<file path="config.mk">
export PLATFORM = sky130hd
export DESIGN_NAME = ws2812_frame_sched_flat
export DESIGN_NICKNAME = d
export VERILOG_FILES = /design/src/rtl/ws2812_pkg.sv /design/src/rtl/ws2812_frame_sched_if.sv /design/src/rtl/ws2812_pixel_buf.sv /design/src/rtl/ws2812_frame_sched.sv /design/src/flat_wrapper.sv
export SDC_FILE = /design/constraint.sdc
export NUM_CORES = 1
export LEC_CHECK = 0
export ABC_AREA = 0
export CAP_MARGIN = 20
export CORE_UTILIZATION = 45
export CTS_BUF_LIST = sky130_fd_sc_hd__clkbuf_8
export DETAILED_ROUTE_END_ITERATION = 10
export PLACE_DENSITY = 0.66
export SYNTH_ARGS = -nofsm -noshare
export SYNTH_HDL_FRONTEND = slang
export SYNTH_SLANG_ARGS = --single-unit
</file>
<file path="constraint.sdc">
create_clock -name clk -period 3.3 [get_ports clk]
set_input_delay 0.825 -clock clk [delete_from_list [all_inputs] [get_ports clk]]
set_output_delay 0.825 -clock clk [all_outputs]
set_load 0.03 [all_outputs]
</file>
<file path="src/rtl/ws2812_pkg.sv">
// Shared types, timing defaults and channel scaling helpers for the WS2812 frame scheduler.
package ws2812_pkg;

    typedef logic [23:0] pixel_t;

    localparam int G_LSB = 16;
    localparam int R_LSB = 8;
    localparam int B_LSB = 0;

    typedef enum logic [1:0] {
        IDLE  = 2'd0,
        SEND  = 2'd1,
        LATCH = 2'd2
    } state_t;

    // 80 us latch gap and 60 Hz refresh on the 48 MHz PLL clock
    localparam int DEF_LATCH_CYCLES   = 3840;
    localparam int DEF_REFRESH_CYCLES = 800000;

    function automatic logic [7:0] scale_chan(input logic [7:0] c, input logic [7:0] b);
        logic [15:0] prod;
        prod = 16'(c) * (16'(b) + 16'd1);
        return 8'(prod >> 8);
    endfunction

    function automatic pixel_t scale_pixel(input pixel_t p, input logic [7:0] b);
        return {scale_chan(p[G_LSB +: 8], b),
                scale_chan(p[R_LSB +: 8], b),
                scale_chan(p[B_LSB +: 8], b)};
    endfunction

endpackage

</file>
<file path="src/rtl/ws2812_frame_sched_if.sv">
// Host write port plus pixel stream of the WS2812 frame scheduler.
// The bright field exists only when WS2812_BRIGHTNESS_EN is defined.
interface ws2812_frame_sched_if #(parameter int AW = 3);
    import ws2812_pkg::*;

    logic          wr_en;
    logic [AW-1:0] wr_addr;
    pixel_t        wr_data;
    logic          wr_ready;
    logic          commit;
    pixel_t        pix_data;
    logic          pix_valid;
    logic          pix_ready;
    logic          busy;
    logic          frame_done;
`ifdef WS2812_BRIGHTNESS_EN
    logic [7:0]    bright;
`endif

    modport master (
`ifdef WS2812_BRIGHTNESS_EN
        output bright,
`endif
        output wr_en, wr_addr, wr_data, commit, pix_ready,
        input  wr_ready, pix_data, pix_valid, busy, frame_done
    );

    modport slave (
`ifdef WS2812_BRIGHTNESS_EN
        input  bright,
`endif
        input  wr_en, wr_addr, wr_data, commit, pix_ready,
        output wr_ready, pix_data, pix_valid, busy, frame_done
    );

endinterface

</file>
<file path="src/rtl/ws2812_pixel_buf.sv">
// NUM_LEDS x 24-bit pixel store: one synchronous write port, one asynchronous read port.
module ws2812_pixel_buf
    import ws2812_pkg::*;
#(
    parameter int NUM_LEDS = 8,
    parameter int AW       = $clog2(NUM_LEDS)
) (
    input  logic          clk,
    input  logic          we,
    input  logic [AW-1:0] waddr,
    input  pixel_t        wdata,
    input  logic [AW-1:0] raddr,
    output pixel_t        rdata
);

    pixel_t mem_r [NUM_LEDS];

    // Pixel store; addresses beyond NUM_LEDS-1 match no entry and are dropped
    always_ff @(posedge clk) begin
        for (int i = 0; i < NUM_LEDS; i++) begin
            if (we && (waddr == AW'(i))) begin
                mem_r[i] <= wdata;
            end
        end
    end

    // Asynchronous read mux
    always_comb begin
        rdata = '0;
        for (int i = 0; i < NUM_LEDS; i++) begin
            if (raddr == AW'(i)) begin
                rdata = mem_r[i];
            end else begin
                rdata = rdata;
            end
        end
    end

endmodule

</file>
<file path="src/rtl/ws2812_frame_sched.sv">
// Frame scheduler in front of the WS2812 serializer: commit/refresh scheduling, pixel streaming, latch gap.
// Optional per-frame brightness scaling is enabled by defining WS2812_BRIGHTNESS_EN.
module ws2812_frame_sched
    import ws2812_pkg::*;
#(
    parameter int NUM_LEDS       = 8,
    parameter int LATCH_CYCLES   = DEF_LATCH_CYCLES,
    parameter int REFRESH_CYCLES = DEF_REFRESH_CYCLES,
    parameter int AW             = $clog2(NUM_LEDS)
) (
    input  logic               clk,
    input  logic               rst,
    ws2812_frame_sched_if.slave bus
);

    localparam int LCW = $clog2(LATCH_CYCLES + 1);
    localparam int TCW = (REFRESH_CYCLES > 1) ? $clog2(REFRESH_CYCLES) : 1;
    localparam logic [AW:0] NUM_LEDS_W = (AW + 1)'(NUM_LEDS);

    state_t         state_r, state_s;
    logic [AW-1:0]  idx_r, idx_s;
    logic [LCW-1:0] lcnt_r, lcnt_s;
    logic           commit_pend_r, commit_pend_s;
    logic           refresh_pend_r, refresh_pend_s;
    logic           frame_done_r, frame_done_s;
    logic           wrap_s;
    logic           we_s;
    pixel_t         rd_pix_s;

    generate
        if (REFRESH_CYCLES > 0) begin : g_refresh
            logic [TCW-1:0] tmr_r;

            // Free-running refresh period counter, independent of the frame state
            always_ff @(posedge clk) begin
                if (!rst) begin
                    tmr_r <= '0;
                end else if (tmr_r == TCW'(REFRESH_CYCLES - 1)) begin
                    tmr_r <= '0;
                end else begin
                    tmr_r <= tmr_r + 1'b1;
                end
            end

            assign wrap_s = (tmr_r == TCW'(REFRESH_CYCLES - 1));
        end else begin : g_no_refresh
            assign wrap_s = 1'b0;
        end
    endgenerate

    // Writes are only accepted while idle, so a frame never sees a torn buffer
    assign we_s = bus.wr_en && (state_r == IDLE) && ({1'b0, bus.wr_addr} < NUM_LEDS_W);

    ws2812_pixel_buf #(
        .NUM_LEDS (NUM_LEDS),
        .AW       (AW)
    ) u_buf (
        .clk   (clk),
        .we    (we_s),
        .waddr (bus.wr_addr),
        .wdata (bus.wr_data),
        .raddr (idx_r),
        .rdata (rd_pix_s)
    );

`ifdef WS2812_BRIGHTNESS_EN
    logic [7:0] bright_r, bright_s;
`endif

    // Next-state, pixel index, latch counter and request flag logic
    always_comb begin
        state_s        = state_r;
        idx_s          = idx_r;
        lcnt_s         = lcnt_r;
        commit_pend_s  = commit_pend_r || (bus.commit && (state_r != IDLE));
        refresh_pend_s = refresh_pend_r || wrap_s;
        frame_done_s   = 1'b0;
`ifdef WS2812_BRIGHTNESS_EN
        bright_s       = bright_r;
`endif
        case (state_r)
            IDLE: begin
                if (commit_pend_r || refresh_pend_r || bus.commit) begin
                    // One frame absorbs every request outstanding at this point
                    state_s        = SEND;
                    idx_s          = '0;
                    commit_pend_s  = 1'b0;
                    refresh_pend_s = 1'b0;
`ifdef WS2812_BRIGHTNESS_EN
                    bright_s       = bus.bright;
`endif
                end else begin
                    state_s = IDLE;
                end
            end
            SEND: begin
                if (bus.pix_ready) begin
                    if (idx_r == AW'(NUM_LEDS - 1)) begin
                        state_s = LATCH;
                        lcnt_s  = LCW'(LATCH_CYCLES - 1);
                    end else begin
                        idx_s = idx_r + 1'b1;
                    end
                end else begin
                    state_s = SEND;
                end
            end
            LATCH: begin
                if (lcnt_r == '0) begin
                    state_s      = IDLE;
                    idx_s        = '0;
                    frame_done_s = 1'b1;
                end else begin
                    lcnt_s = lcnt_r - 1'b1;
                end
            end
            default: begin
                state_s = IDLE;
                idx_s   = '0;
            end
        endcase
    end

    // Control registers with synchronous active-low reset
    always_ff @(posedge clk) begin
        if (!rst) begin
            state_r        <= IDLE;
            idx_r          <= '0;
            lcnt_r         <= '0;
            commit_pend_r  <= 1'b0;
            refresh_pend_r <= 1'b0;
            frame_done_r   <= 1'b0;
`ifdef WS2812_BRIGHTNESS_EN
            bright_r       <= 8'd0;
`endif
        end else begin
            state_r        <= state_s;
            idx_r          <= idx_s;
            lcnt_r         <= lcnt_s;
            commit_pend_r  <= commit_pend_s;
            refresh_pend_r <= refresh_pend_s;
            frame_done_r   <= frame_done_s;
`ifdef WS2812_BRIGHTNESS_EN
            bright_r       <= bright_s;
`endif
        end
    end

    assign bus.pix_valid  = (state_r == SEND);
    assign bus.busy       = (state_r != IDLE);
    assign bus.wr_ready   = (state_r == IDLE);
    assign bus.frame_done = frame_done_r;
`ifdef WS2812_BRIGHTNESS_EN
    assign bus.pix_data   = scale_pixel(rd_pix_s, bright_r);
`else
    assign bus.pix_data   = rd_pix_s;
`endif

endmodule

</file>
<file path="src/flat_wrapper.sv">
// flat-port wrapper written by rule: the top's interface ports become plain ports
module ws2812_frame_sched_flat import ws2812_pkg::*;
#(
    parameter int NUM_LEDS       = 8,
    parameter int LATCH_CYCLES   = DEF_LATCH_CYCLES,
    parameter int REFRESH_CYCLES = DEF_REFRESH_CYCLES,
    parameter int AW             = $clog2(NUM_LEDS)
)
  (clk, rst, bus_wr_en, bus_wr_addr, bus_wr_data, bus_commit, bus_pix_ready, bus_wr_ready, bus_pix_data, bus_pix_valid, bus_busy, bus_frame_done);
  ws2812_frame_sched_if #(.AW(AW)) bus_i ();
  input  logic clk;
  input  logic rst;
  input wire logic [$bits(bus_i.wr_en)-1:0] bus_wr_en;
  input wire logic [$bits(bus_i.wr_addr)-1:0] bus_wr_addr;
  input wire logic [$bits(bus_i.wr_data)-1:0] bus_wr_data;
  input wire logic [$bits(bus_i.commit)-1:0] bus_commit;
  input wire logic [$bits(bus_i.pix_ready)-1:0] bus_pix_ready;
  output wire logic [$bits(bus_i.wr_ready)-1:0] bus_wr_ready;
  output wire logic [$bits(bus_i.pix_data)-1:0] bus_pix_data;
  output wire logic [$bits(bus_i.pix_valid)-1:0] bus_pix_valid;
  output wire logic [$bits(bus_i.busy)-1:0] bus_busy;
  output wire logic [$bits(bus_i.frame_done)-1:0] bus_frame_done;
  assign bus_i.wr_en = bus_wr_en;
  assign bus_i.wr_addr = bus_wr_addr;
  assign bus_i.wr_data = bus_wr_data;
  assign bus_i.commit = bus_commit;
  assign bus_i.pix_ready = bus_pix_ready;
  assign bus_wr_ready = bus_i.wr_ready;
  assign bus_pix_data = bus_i.pix_data;
  assign bus_pix_valid = bus_i.pix_valid;
  assign bus_busy = bus_i.busy;
  assign bus_frame_done = bus_i.frame_done;
  ws2812_frame_sched #(.NUM_LEDS(NUM_LEDS), .LATCH_CYCLES(LATCH_CYCLES), .REFRESH_CYCLES(REFRESH_CYCLES), .AW(AW)) u_core (.clk(clk), .rst(rst), .bus(bus_i));
endmodule
</file>
# After elaboration in Yosys (flattened, before gate mapping)
# Memories as Yosys holds them, arrays and structs flattened.
# Index checks and enable logic that the tools add are counted.
totals:
  ramBits: 192
  regBits: 40
  input_bits: 32
  memories: 1
  output_inout_bits: 28
memory_table:
  columns: ["memory", "words", "word_bits", "read_ports", "rd_clocked_by_memory_dff", "wr", "line_no", "rtl"]
  rows:
  - ["u_core.u_buf.mem_r", 8, 24, 8, 0, 1, "ws2812_pixel_buf.sv:16", "pixel_t mem_r [NUM_LEDS];"]
op_classes:
  n_eq_ne: 24
  n_reduce_logical: 32
  n_addsub: 3
  mux: 64
  n_bitwise: 1
op_table:
  columns: ["cell", "count"]
  rows:
  - ["$mux W24", 15]
  - ["$reduce_or A24 Y1", 7]
  - ["$mux W12", 3]
  - ["$mux W3", 11]
  - ["$mux W1", 29]
  - ["$eq A3 B3 Y1 const B", 8]
  - ["$pmux W12 S2", 1]
  - ["$add A20 B1 Y20 const B", 1]
  - ["$eq A20 B20 Y1 const B", 1]
  - ["$eq A3 B2 Y1 const B", 4]
  - ["$logic_not A12 Y1", 1]
  - ["$sub A12 B1 Y12 const B", 1]
  - ["$logic_and A1 B1 Y1", 10]
  - ["$pmux W3 S3", 1]
  - ["$reduce_and A4 Y1", 2]
  - ["$eq A3 B1 Y1 const B", 2]
  - ["$logic_not A3 Y1", 2]
  - ["$mux W2", 3]
  - ["$ne A2 B1 Y1 const B", 3]
  - ["$ne A2 B2 Y1 const B", 3]
  - ["$pmux W2 S3", 1]
  - ["$logic_or A1 B1 Y1", 4]
  - ["$reduce_and A2 Y1", 2]
  - ["$reduce_bool A2 Y1", 2]
  - ["other kinds (7)", 7]

# Longest topological paths before layout
logic_depth:
  depth_word: 13
  ltp_mapped: 8
  depth_no_buf: 6

# Cells and area by module
# From an unflattened synthesis, not the netlist that was laid out.
hier_totals:
  cells_unflattened: 694
  hier_area_um2: 9740.6
modules_own_cells:
  columns: ["mod", "cells_per_inst", "area_each_um2", "n_inst"]
  rows:
  - ["ws2812_pixel_buf", 484, 7862.5, 1]
  - ["ws2812_frame_sched", 210, 1878.1, 1]

# Worst setup path after synthesis
# Ideal clock, no wire load.
synth_path:
  path_type: "register to register"
  startpoint: "register u_core.state_r[0]"
  endpoint: "memory u_core.u_buf.mem_r[0][0] in the netlist's numbering (enable)"
  arrival_time_ps: 2895
  stages_incl_launch_ff: 4
  setup_time_ps: 435
  slack_ps: -30
  synth_period_minus_slack_ps: 3330
  n_path_buf: 0
  cell_sequence: "dfxtp_1 -> nor2_1 -> nand3b_1 -> nor3_1"
synth_between:
  elab_chain_len: 13
synth_rtl:
  columns: ["item", "line_no", "rtl"]
  rows:
  - ["start, declared", "ws2812_frame_sched.sv:20", "state_t state_r, state_s;"]
  - ["start signal, assigned", "ws2812_frame_sched.sv:137", "state_r <= state_s;"]
  - ["$logic_not A2 Y1 *", null, null]
  - ["named net bus_wr_ready", "flat_wrapper.sv:18", "output wire logic [$bits(bus_i.wr_ready)-1:0] bus_wr_ready;"]
  - ["$logic_and A1 B1 Y1 *", "ws2812_frame_sched.sv:52", "assign we_s = bus.wr_en && (state_r == IDLE) && ({1'b0, bus.wr_addr} < NUM_LEDS_W);"]
  - ["$logic_and A1 B1 Y1", "ws2812_pixel_buf.sv:21", "if (we && (waddr == AW'(i))) begin"]
  - ["$mux W1", "ws2812_pixel_buf.sv:21", null]
  - ["$mux W1 (not written as such)", "ws2812_pixel_buf.sv:22", "mem_r[i] <= wdata;"]
  - ["$reduce_or A24 Y1 (no line)", null, null]
  - ["$mux W3 (no line) or $mux W1 (tied branches) (7 in a row)", null, null]
  - ["end, declared", "ws2812_pixel_buf.sv:16", null]
# The timed path passes the listed nets; every way through them passes the cells marked *.

# Worst setup path after layout
layout_path:
  startpoint: "register u_core.idx_r[0]"
  endpoint: "output port bus_pix_data[23]"
layout_between:
  elab_chain_len: 9
layout_rtl:
  columns: ["item", "line_no", "rtl"]
  rows:
  - ["start, declared", "ws2812_frame_sched.sv:21", "logic [AW-1:0] idx_r, idx_s;"]
  - ["start signal, assigned", "ws2812_frame_sched.sv:138", "idx_r <= idx_s;"]
  - ["$logic_not A3 Y1", "ws2812_pixel_buf.sv:31", "if (raddr == AW'(i)) begin"]
  - ["$mux W24 (7 in a row)", "ws2812_pixel_buf.sv:31", null]
  - ["$mux W24 *", "ws2812_pixel_buf.sv:31", null]
  - ["end, declared", "flat_wrapper.sv:19", "output wire logic [$bits(bus_i.pix_data)-1:0] bus_pix_data;"]
# Mark *: on every way between the ends. The rest lies on a longest branch, timed or not.

==> results.cfg <==
[synth]
seq_area_frac_synth_pct = 69.6
syn_nets = 733
yosys_warnings = 0
synth_area_per_cell_um2 = 13.6
synth-edff-count = 192
async_reset_ff_share_pct = 0
ys_seq_elements = 232
synthCells = 692
synth_area_um2 = 9440
synth_cell_types = 59
synth-main-ff-cell = edfxtp_1

[placed_design]
port_buffers = 59
place_congestion = 0.777
dpl-instance-area_um2 = 10600
dp_hpwl_um = 12800

[global_routing]
grt_max_degree = 27
busiest_layer = met2
grt_overflow_total = 0
grt_pass1_vias = 6181
met2_usage_pct = 33.7
grt_pass1_wl_um = 33300
use_met1_pct = 26.4
grt_use_met3_pct = 3.01
grt_util_all_layers_pct = 20.3
antenna_found_initial = 0

[clock_network]
path_clk_slew_ns = 0.06
cts_sinks = 232
hold_buffers = 0
cts_inserted_buffers = 38
cts_tree = yes
htreeDepth = 2
clockBufferDepth = 3
root_buffer = clkbuf_8
worstSkewPairLatency_ns = 0.54

[critical_path]
reg2reg_depth = 7
r2r-end = u_core.lcnt_r[8]
cpLargestDelayFamily = compound AO/OA/AOI/OAI gates
cp_data_arrival_time_ns = 2.43
endpoint_kind = output port
critPathMaxStageDelay_ns = 0.39
crit_fanout = 8
critPathKind = flip-flop to output port
r2r_slack_ns = 0.99
cp_num_buf_inv = 3
r2r-start = u_core.idx_r[0]
start_kind = flip-flop
crit_slowest_cell = dfxtp_4
path_cells = inv_2, ha_4, nand3b_1, buf_6, o22ai_1, a221o_1, a21oi_2, buf_12
required_ns = 2.47

[sta]
relSlewSlack_pct = 46.7
setup_viol_count_final = 0
maxSlewViolCount = 0
finalCritPeriodShare_pct = 98.8
skew_ns = 0.0219
worst_slew_pin_slew_ns = 0.796
fmax_mhz = 307
fin_crit_ns = 3.26
hold_violations = 0
fin_hold_ws_ns = 0.467
setup_tns_ns = 0

[finish]
nets = 831
areaGrowthSynthToFinish_pct = 21.3
drive_gt1_share_pct = 18.9
layout_common_cells = 192 x edfxtp_1, 52 x inv_1, 50 x nor2_1, 47 x a221o_1, 43 x buf_4
diodes = 0
final_area_um2 = 11400
layout_commonest_cell = edfxtp_1

[route]
antenna_left = 0
routed_via_density = 5.81
drtPass1Iterations = 5
vias = 6318
drt-wirelength-per-cell_um = 20.1
wirelength_um = 21800
drc = 0
drt_iter0_markers = 577

[hold_path]
hold_depth = 1
hp-class = flip-flop to flip-flop
min-delay-start = u_core.g_refresh.tmr_r[0]
whs_endpoint = u_core.g_refresh.tmr_r[0]

[pwr]
leakagePower_nw = 3.96
seq_power_share_pct = 55.2
peakVddDrop_uv = 275
fin_total_pwr_w = 0.00587
power_switching_w = 0.00135
swShare_pct = 23.0
clockPowerShare_pct = 37.0
pwr_density_cell_nw_per_um2 = 513
p_int_w = 0.00451
power_frac_comb_pct = 7.8

[die]
fp-row-count = 52
die_width_um = 147
io_pins = 60
start_util_pct = 46.3
die_h_um = 147
die-area_um2 = 21600
core-area_um2 = 20400

[job]
maxCapViolations = 0

[outcome]
status = complete, no violations
## Yosys cell counts, drive strengths merged, types with 2 or more instances
library cell / instances / share of area, %
edfxtp: 192 / 61
nor2: 56 / 2.2
a221o: 47 / 5.0
dfxtp: 40 / 8.5
a21oi: 37 / 2.0
inv: 37 / 1.5
nand3: 32 / 1.7
clkbuf: 31 / 1.2
nand2b: 28 / 1.9
a221oi: 25 / 2.3
o22ai: 23 / 1.5
nand2: 18 / 0.72
nor3: 12 / 0.64
o21ai: 10 / 0.57
ha: 9 / 1.2
nand4: 8 / 0.76
o31ai: 8 / 0.64
xnor2: 8 / 0.74
buf: 7 / 0.44
or4: 7 / 0.60
a31oi: 6 / 0.40
nor4: 6 / 0.46
or3: 5 / 0.34
xor2: 5 / 0.46
nor2b: 4 / 0.27
a211oi: 3 / 0.29
and2: 3 / 0.20
and3: 3 / 0.20
nand3b: 3 / 0.24
nand4b: 2 / 0.34
or2: 2 / 0.13
## per-stage QoR
stage / cells / util, % / setup slack, ns
final: 1088 / 56.2 / 0.0411
after global routing: 1088 / 56.2 / -0.0360
after CTS: 1086 / 55.6 / 0.0151
after detailed placement: 1016 / 51.8 / 0.347
after global placement: 1016 / 51.8 / 0.407
after floorplan: 692 / - / 0.371
## layer usage
layer / wire [µm] / vias up
li1: - / 2909
met2: 10800 / 212
met3: 1140 / 46
met1: 9330 / 3151
met4: 605 / 0
met5: 0 / -
## worst max path at each step
stage                    start          endpoint  slack, ns  depth (start not counted)
3_3_place_gp   u_core.idx_r[0]  bus_pix_data[23]       0.41                          8
3_5_place_dp   u_core.idx_r[0]  bus_pix_data[23]       0.35                          8
4_1_cts        u_core.idx_r[0]   bus_pix_data[9]       0.02                          9
5_1_grt        u_core.idx_r[1]  bus_pix_data[22]      -0.04                          8
6_report       u_core.idx_r[0]  bus_pix_data[23]       0.04                          8
2_1_floorplan  u_core.idx_r[2]  bus_pix_data[10]       0.37                          8
## flip-flops by register name, indices dropped and copies added (netlist names)
| name | count |
|---|---|
| u_core.bus.frame_done | 1 |
| u_core.commit_pend_r | 1 |
| u_core.g_refresh.tmr_r | 20 |
| u_core.idx_r | 3 |
| u_core.lcnt_r | 12 |
| u_core.refresh_pend_r | 1 |
| u_core.state_r | 2 |
| u_core.u_buf.mem_r | 192 |
## final cells by class
type / instances / area [µm²]
Clock buffer: 39 / 537
Clock inverter: 29 / 125
Fill cell: 1639 / 8920
Inverter: 37 / 141
Multi-Input combinational cell: 385 / 2770
Sequential cell: 232 / 6580
Tap cell: 270 / 338
Timing Repair Buffer: 96 / 962
## cells by family (layout without fill, tap and decap cells)
logic type / after synthesis / in the layout / share of synthesized area, %
flip-flops: 232 / 232 / 69.6
AND/OR/NAND/NOR: 194 / 194 / 11.2
AO/OA/AOI/OAI: 169 / 169 / 13.7
buffers and inverters: 75 / 201 / 3.14
XOR/XNOR: 13 / 13 / 1.21
adder cells (fa/ha/maj): 9 / 9 / 1.19
## power groups by stage
stage	registers [W]	logic (W)	clock network, W
4_1_cts	0.00324	0.000451	0.00222
5_1_grt	0.00324	0.000483	0.00234
3_3_place_gp	0.00330	0.000427	0
6_report	0.00324	0.000455	0.00217
2_1_floorplan	0.00330	0.000211	0
3_5_place_dp	0.00330	0.000434	0
## timing repair
action | CTS | global route
gates cloned | 1 | 1
endpoints found under the setup margin | 24 | 23
resized for setup | 27 | 24
pin swaps | 3 | 5
setup buffers | 1 | 1
Note: power is estimated with default switching activity, not from simulation.
